<file path="src/rtl/arf_pkg.sv">
// Shared widths and FSM state encoding for the ARF frame adapter.
package arf_pkg;
    localparam int ARF_DATA_W = 16;
    localparam int ARF_NUM_IN = 8;
    localparam int ARF_RES_W  = 64;

    typedef enum logic [1:0] {LOAD, WAIT, SEND0, SEND1} arf_io_state_t;
endpackage

</file>
<file path="src/rtl/arf_frame_io.sv">
// Frame adapter around the ARF variance datapath: assembles 8-sample frames,
// waits a settle latency, captures both results and streams them as two beats.
module arf_frame_io
    import arf_pkg::*;
#(
    parameter int DATA_W = ARF_DATA_W,
    parameter int NUM_IN = ARF_NUM_IN,
    parameter int RES_W  = ARF_RES_W,
    parameter int LAT    = 2
) (
    input  logic                     clk,
    input  logic                     rst_n,
    input  logic                     s_valid,
    output logic                     s_ready,
    input  logic [DATA_W-1:0]        s_data,
    output logic [NUM_IN*DATA_W-1:0] arf_in,
    input  logic [RES_W-1:0]         arf_res0,
    input  logic [RES_W-1:0]         arf_res1,
    output logic                     m_valid,
    input  logic                     m_ready,
    output logic [RES_W-1:0]         m_data,
    output logic                     m_last,
    output logic                     busy,
    output logic [15:0]              frame_cnt
);
    localparam int IDX_W = (NUM_IN > 1) ? $clog2(NUM_IN) : 1;
    localparam int CNT_W = (LAT < 2) ? 1 : $clog2(LAT + 1);

    arf_io_state_t     state_reg, state_next;
    logic [IDX_W-1:0]  idx_reg;
    logic [CNT_W-1:0]  cnt_reg;
    logic [RES_W-1:0]  r0_reg, r1_reg;
    logic [15:0]       frame_cnt_reg;
    logic              accept, last_slot, capture, done;

    assign last_slot = (idx_reg == IDX_W'(NUM_IN - 1));
    assign frame_cnt = frame_cnt_reg;

    always_ff @(posedge clk or negedge rst_n) begin
        if (!rst_n) state_reg <= LOAD;
        else        state_reg <= state_next;
    end

    // Outputs decode from state and registered results only, so m_ready never reaches m_valid.
    always_comb begin
        state_next = state_reg;
        s_ready    = 1'b0;
        m_valid    = 1'b0;
        m_last     = 1'b0;
        m_data     = '0;
        busy       = 1'b1;
        accept     = 1'b0;
        capture    = 1'b0;
        done       = 1'b0;
        case (state_reg)
            LOAD: begin
                s_ready = 1'b1;
                busy    = 1'b0;
                if (s_valid) begin
                    accept = 1'b1;
                    if (last_slot) state_next = WAIT;
                end
            end
            WAIT: begin
                if (cnt_reg == '0) begin
                    capture    = 1'b1;
                    state_next = SEND0;
                end
            end
            SEND0: begin
                m_valid = 1'b1;
                m_data  = r0_reg;
                if (m_ready) state_next = SEND1;
            end
            SEND1: begin
                m_valid = 1'b1;
                m_data  = r1_reg;
                m_last  = 1'b1;
                if (m_ready) begin
                    done       = 1'b1;
                    state_next = LOAD;
                end
            end
            default: state_next = LOAD;
        endcase
    end

    always_ff @(posedge clk or negedge rst_n) begin
        if (!rst_n) begin
            idx_reg       <= '0;
            cnt_reg       <= '0;
            r0_reg        <= '0;
            r1_reg        <= '0;
            frame_cnt_reg <= '0;
        end else begin
            if (accept) idx_reg <= last_slot ? '0 : idx_reg + 1'b1;
            if (accept && last_slot)
                cnt_reg <= CNT_W'(LAT);
            else if (state_reg == WAIT && cnt_reg != '0)
                cnt_reg <= cnt_reg - 1'b1;
            if (capture) begin
                r0_reg <= arf_res0;
                r1_reg <= arf_res1;
            end
            if (done) frame_cnt_reg <= frame_cnt_reg + 16'd1;
        end
    end

    // Slots are never cleared between frames; a new frame simply overwrites them in order.
    genvar gi;
    generate
        for (gi = 0; gi < NUM_IN; gi++) begin : g_slot
            logic [DATA_W-1:0] slot_reg;
            always_ff @(posedge clk or negedge rst_n) begin
                if (!rst_n)
                    slot_reg <= '0;
                else if (accept && idx_reg == IDX_W'(gi))
                    slot_reg <= s_data;
            end
            assign arf_in[gi*DATA_W +: DATA_W] = slot_reg;
        end
    endgenerate
endmodule
</file>
<file path="config.mk">
export PLATFORM = sky130hd
export DESIGN_NAME = arf_frame_io
export DESIGN_NICKNAME = d
export VERILOG_FILES = /design/src/rtl/arf_pkg.sv /design/src/rtl/arf_frame_io.sv
export SDC_FILE = /design/constraint.sdc
export NUM_CORES = 1
export LEC_CHECK = 0
export ABC_AREA = 1
export CAP_MARGIN = 10
export CORE_MARGIN = 1
export CORE_UTILIZATION = 50
export DETAILED_ROUTE_END_ITERATION = 10
export GPL_TIMING_DRIVEN = 1
export PLACE_DENSITY_LB_ADDON = 0.08
export SYNTH_ARGS = -nofsm -noshare
export SYNTH_HDL_FRONTEND = slang
export SYNTH_SLANG_ARGS = --single-unit
</file>
<file path="constraint.sdc">
create_clock -name clk -period 4 [get_ports clk]
set_input_delay 0.4 -clock clk [delete_from_list [all_inputs] [get_ports clk]]
set_output_delay 0.4 -clock clk [all_outputs]
set_load 0.02 [all_outputs]
</file>
==> results <==
- The core outline area is 22640 µm².
- The count of standard-cell rows is between 50 and 60.
- The biggest fanout along the worst timing path is 36.
- In this run the tightest slew margin relative to its limit is roughly 44%.
- The summed negative setup slack over all endpoints is 0 ns.
- The share of synthesized area occupied by flip-flops and latches is 60.47%.
- After detailed routing, the average wire length per cell comes to 19.84 µm.
- The die area is between 20000 and 25000 µm².
- The maximum cell stage delay along the critical path is between 0.5 and 0.6 ns.
- The time the final worst path needs with I/O delays and setup is approximately 3.3 ns.
- The family with the most delay on the worst path is buffers and inverters.
- The post-synthesis instance area is approximately 12000 µm².
- The number of enable flip-flop cells after synthesis is 0.
- The overflow left after global routing is 0.
- Together, buffers and inverters on the worst path number 3.
- Per report_power, the sequential group accounts for between 30% and 40% of the total.
- The post-route cell area is roughly 16000 µm².
- Setup repair after global routing left no endpoint under its margin.
- The worst clock skew is about 0.0080 ns.
- The x dimension of the die is about 150 µm.
- The synthesized instance count is between 900 and 1000.
- The number of nets with antenna violations after detailed routing is 0.
- The flow ran to the end, and the final reports show no timing, DRC or antenna violations.
- The cell-internal power is 0.008922 W.
- The number of search-and-repair iterations in the first detailed-routing pass is 4.
- Per report_power, the combinational group accounts for roughly 45% of the total.
- The type of the tightest min-delay check is in2reg.
- Detailed placement ended at an HPWL of between 20000 and 25000 µm.
- By area the synthesized netlist is led by sky130_fd_sc_hd__dfrtp_1, sky130_fd_sc_hd__mux2_2, sky130_fd_sc_hd__a22o_1.
- CTS saw about 280 sinks.
- Among all cell types in the netlist, the one instantiated most often is sky130_fd_sc_hd__dfrtp_1.
- After synthesis, the largest area contributor takes up ~60% of total cell area.
- The final count of negative-setup-slack endpoints is 0.
- For this run, design rule violations remaining after detail routing come to 0.
- The switching part of the total is 36.08%.
- The required time of the worst setup path is 3.60 ns.
- The worst setup path is of the reg2out kind.
- The power per cell area is 864.6 nW/µm².
- The first global-routing pass estimated between 40000 and 50000 µm of wire.
- The maximum resistive drop on vdd is roughly 0.58 mV.
- The number of vias per cell is 5.257.
- Traced cell by cell, the critical path runs through inv_1 -> ha_2 -> buf_4 -> a22o_1 -> clkdlybuf4s50_1.
- The net count of the finished layout is between 1000 and 1500.
- The actual transition at the worst max-transition pin is about 0.84 ns.
- The clock slew at the register clock pins of the worst setup and hold paths is 0.06 ns.
- In the synthesized netlist the async set-or-reset flop fraction comes to between 90% and 100%.
- The area growth from synthesis to layout is 39.82%.
- The number of design-rule violations left by the first detailed-router iteration is approximately 460.
- The count of buffers added on input and output ports is 359.
- The cell at the root of the clock tree is sky130_fd_sc_hd__clkbuf_16.
- The number of global-route vias before repair is 8637.
- In this run the number of H-tree levels came out at 1.
- The total leakage power is slightly above 7 nW.
- The number of flip-flops under the largest register name is about 130.
- The weighted congestion at the end of routability-driven global placement is about 0.8.
- The clock network accounts for approximately a fifth of the total power.
- The final count of pins violating max slew is 0.
- The die is between 150 and 200 µm tall.
- At the worst endpoint, the arrival time is around 2.9 ns.
- The number of antenna violations at the first check in global routing was 1.
- The final cycle utilization of the critical path is between 80% and 90%.
- The maximum number of pins on one net before global-route repair is 96.
- Among all flip-flop cells after synthesis, the most frequent one is sky130_fd_sc_hd__dfrtp_1.
- STA classifies the critical path startpoint as a register.
- The buffers inserted during post-CTS setup optimization is 0.
- The number of clock buffers inserted by TritonCTS is 29.
- In this run, distinct cell masters in the synthesized netlist total 30.
- The fraction of final layout cells with drive strength greater than 1 is roughly 17%.
- The synthesized net count is 1101.
- Clock latency on the worst-skew pair, taken at its later pin, is around 0.53 ns.
- Of all cell types, the one taking the most synthesized area is sky130_fd_sc_hd__dfrtp_1.
- In the global route stage, overall resource usage came out at roughly 27%.
- Detailed routing inserted a total of 8395 vias.
- In the synthesized netlist, the cells that appear most often are sky130_fd_sc_hd__dfrtp_1, sky130_fd_sc_hd__mux2_2, sky130_fd_sc_hd__nand2_1, sky130_fd_sc_hd__a22o_1, sky130_fd_sc_hd__nor2_1.
- The initial utilization of the core area, before any placement, comes to between 50% and 60%.
- The highest-delay cell along the critical path is sky130_fd_sc_hd__clkdlybuf4s50_1.
- For this design the total switching power over the nets is roughly 0.005 W.
- The placed standard-cell area is around 15000 µm².
- The number of synthesized register bits is around 280.
- The max capacitance violation total is 0.
- In this run the mean area of a mapped cell was 12.28 µm².
- The total wire length is between 30000 and 40000 µm.
- 360 I/O pins were placed.
- The CTS tree is built.
- Based on the critical path, the design can be clocked at up to 307.3 MHz.
- The type of destination of the critical path is an output port.
- The maximum clock path buffer count is 3.
- During synthesis, Yosys emitted a total of 0 warnings.
- The number of failing hold endpoints at the final stage is 0.
[path summary, 6_finish.rpt]
kind	startpoint	slack [ns]	cells past startpoint	to
max reg2reg	state_reg[0]$_DFFE_PN0P_	1.65	6	state_reg[0]$_DFFE_PN0P_
min	arf_res1[47]	0.48	2	r1_reg[47]$_DFFE_PN0P_
min in group asynchronous	rst_n	0.49	2	r1_reg[47]$_DFFE_PN0P_
max in group asynchronous	rst_n	2.53	3	r1_reg[21]$_DFFE_PN0P_
max	state_reg[0]$_DFFE_PN0P_	0.75	5	m_data[54]
min reg2reg	g_slot[3].slot_reg[14]$_DFFE_PN0P_	0.48	2	g_slot[3].slot_reg[14]$_DFFE_PN0P_
[layout by cell type (no fill, tap or decap), types with 3 or more instances in the layout]
cell type,n
sky130_fd_sc_hd__clkdlybuf4s50_1,358
sky130_fd_sc_hd__dfrtp_1,279
sky130_fd_sc_hd__mux2_2,128
sky130_fd_sc_hd__nand2_1,122
sky130_fd_sc_hd__a22o_1,64
sky130_fd_sc_hd__nor2_1,58
sky130_fd_sc_hd__o21ai_1,49
sky130_fd_sc_hd__inv_1,47
sky130_fd_sc_hd__a21oi_1,43
sky130_fd_sc_hd__clkbuf_16,29
sky130_fd_sc_hd__o21ai_0,23
sky130_fd_sc_hd__o21ai_2,14
sky130_fd_sc_hd__ha_1,11
sky130_fd_sc_hd__xor2_1,8
sky130_fd_sc_hd__clkbuf_8,8
sky130_fd_sc_hd__nand3_1,7
sky130_fd_sc_hd__clkinv_2,7
sky130_fd_sc_hd__a21oi_2,6
sky130_fd_sc_hd__buf_4,6
sky130_fd_sc_hd__nor2_4,4
sky130_fd_sc_hd__nand4_1,4
sky130_fd_sc_hd__clkbuf_1,4
sky130_fd_sc_hd__diode_2,3
sky130_fd_sc_hd__nand2_4,3
sky130_fd_sc_hd__nor2_2,3
sky130_fd_sc_hd__nand3_4,3
sky130_fd_sc_hd__buf_12,3
[power groups by stage]
stage | clock (W) | combinational [W] | sequential [W]
finish | 0.00269 | 0.00628 | 0.00499
global placement | 0 | 0.00617 | 0.00495
floorplan | 0 | 0.00290 | 0.00554
CTS | 0.00273 | 0.00633 | 0.00497
global route | 0.00284 | 0.00671 | 0.00513
detailed placement | 0 | 0.00630 | 0.00499
[kinds of logic after synthesis]
logic type,after synthesis,synth area share [%]
compound gates,201,11.49
simple gates,208,7.813
xor+xnor,10,0.7586
fa+ha+maj,13,1.409
mux,128,12.48
flops,279,60.47
buf+inv,101,5.581
[per-layer routing]
layer,GRT usage (%),part of all wire (%),up-vias
met5,0,0,-
met4,10.86,3.5,0
met3,8.737,8.9,65
met2,42.62,46,321
met1,35.10,42,4101
li1,-,-,3908
[stage by stage]
stage,power [W],utilization [%],hold WS (ns),cells,setup slack (ns)
6_report,0.01396,71.31,0.4766,1597,0.7461
5_1_grt,0.01469,71.27,0.4642,1594,0.6239
4_1_cts,0.01403,71.27,0.4601,1594,0.7310
3_5_place_dp,0.01128,66.99,0.4687,1541,1.326
3_3_place_gp,0.01113,66.99,0.4648,1541,1.425
2_1_floorplan,0.008438,-,0.1044,940,2.227
[timing repair]
item	4_1_cts	5_1_grt
hold buffers	1	0
endpoints found under the hold margin	91	0
resized for setup	0	0
[final cells by class]
| class | count | area (µm²) |
|---|---|---|
| Antenna cell | 3 | 7.507 |
| Inverter | 49 | 191.4 |
| Timing Repair Buffer | 369 | 3714 |
| Multi-Input combinational cell | 560 | 3933 |
| Clock inverter | 11 | 110.1 |
| Fill cell | 1649 | 6496 |
| Sequential cell | 279 | 6982 |
| Clock buffer | 41 | 850.8 |
| Tap cell | 285 | 356.6 |
(Power assumes the default switching activity.)
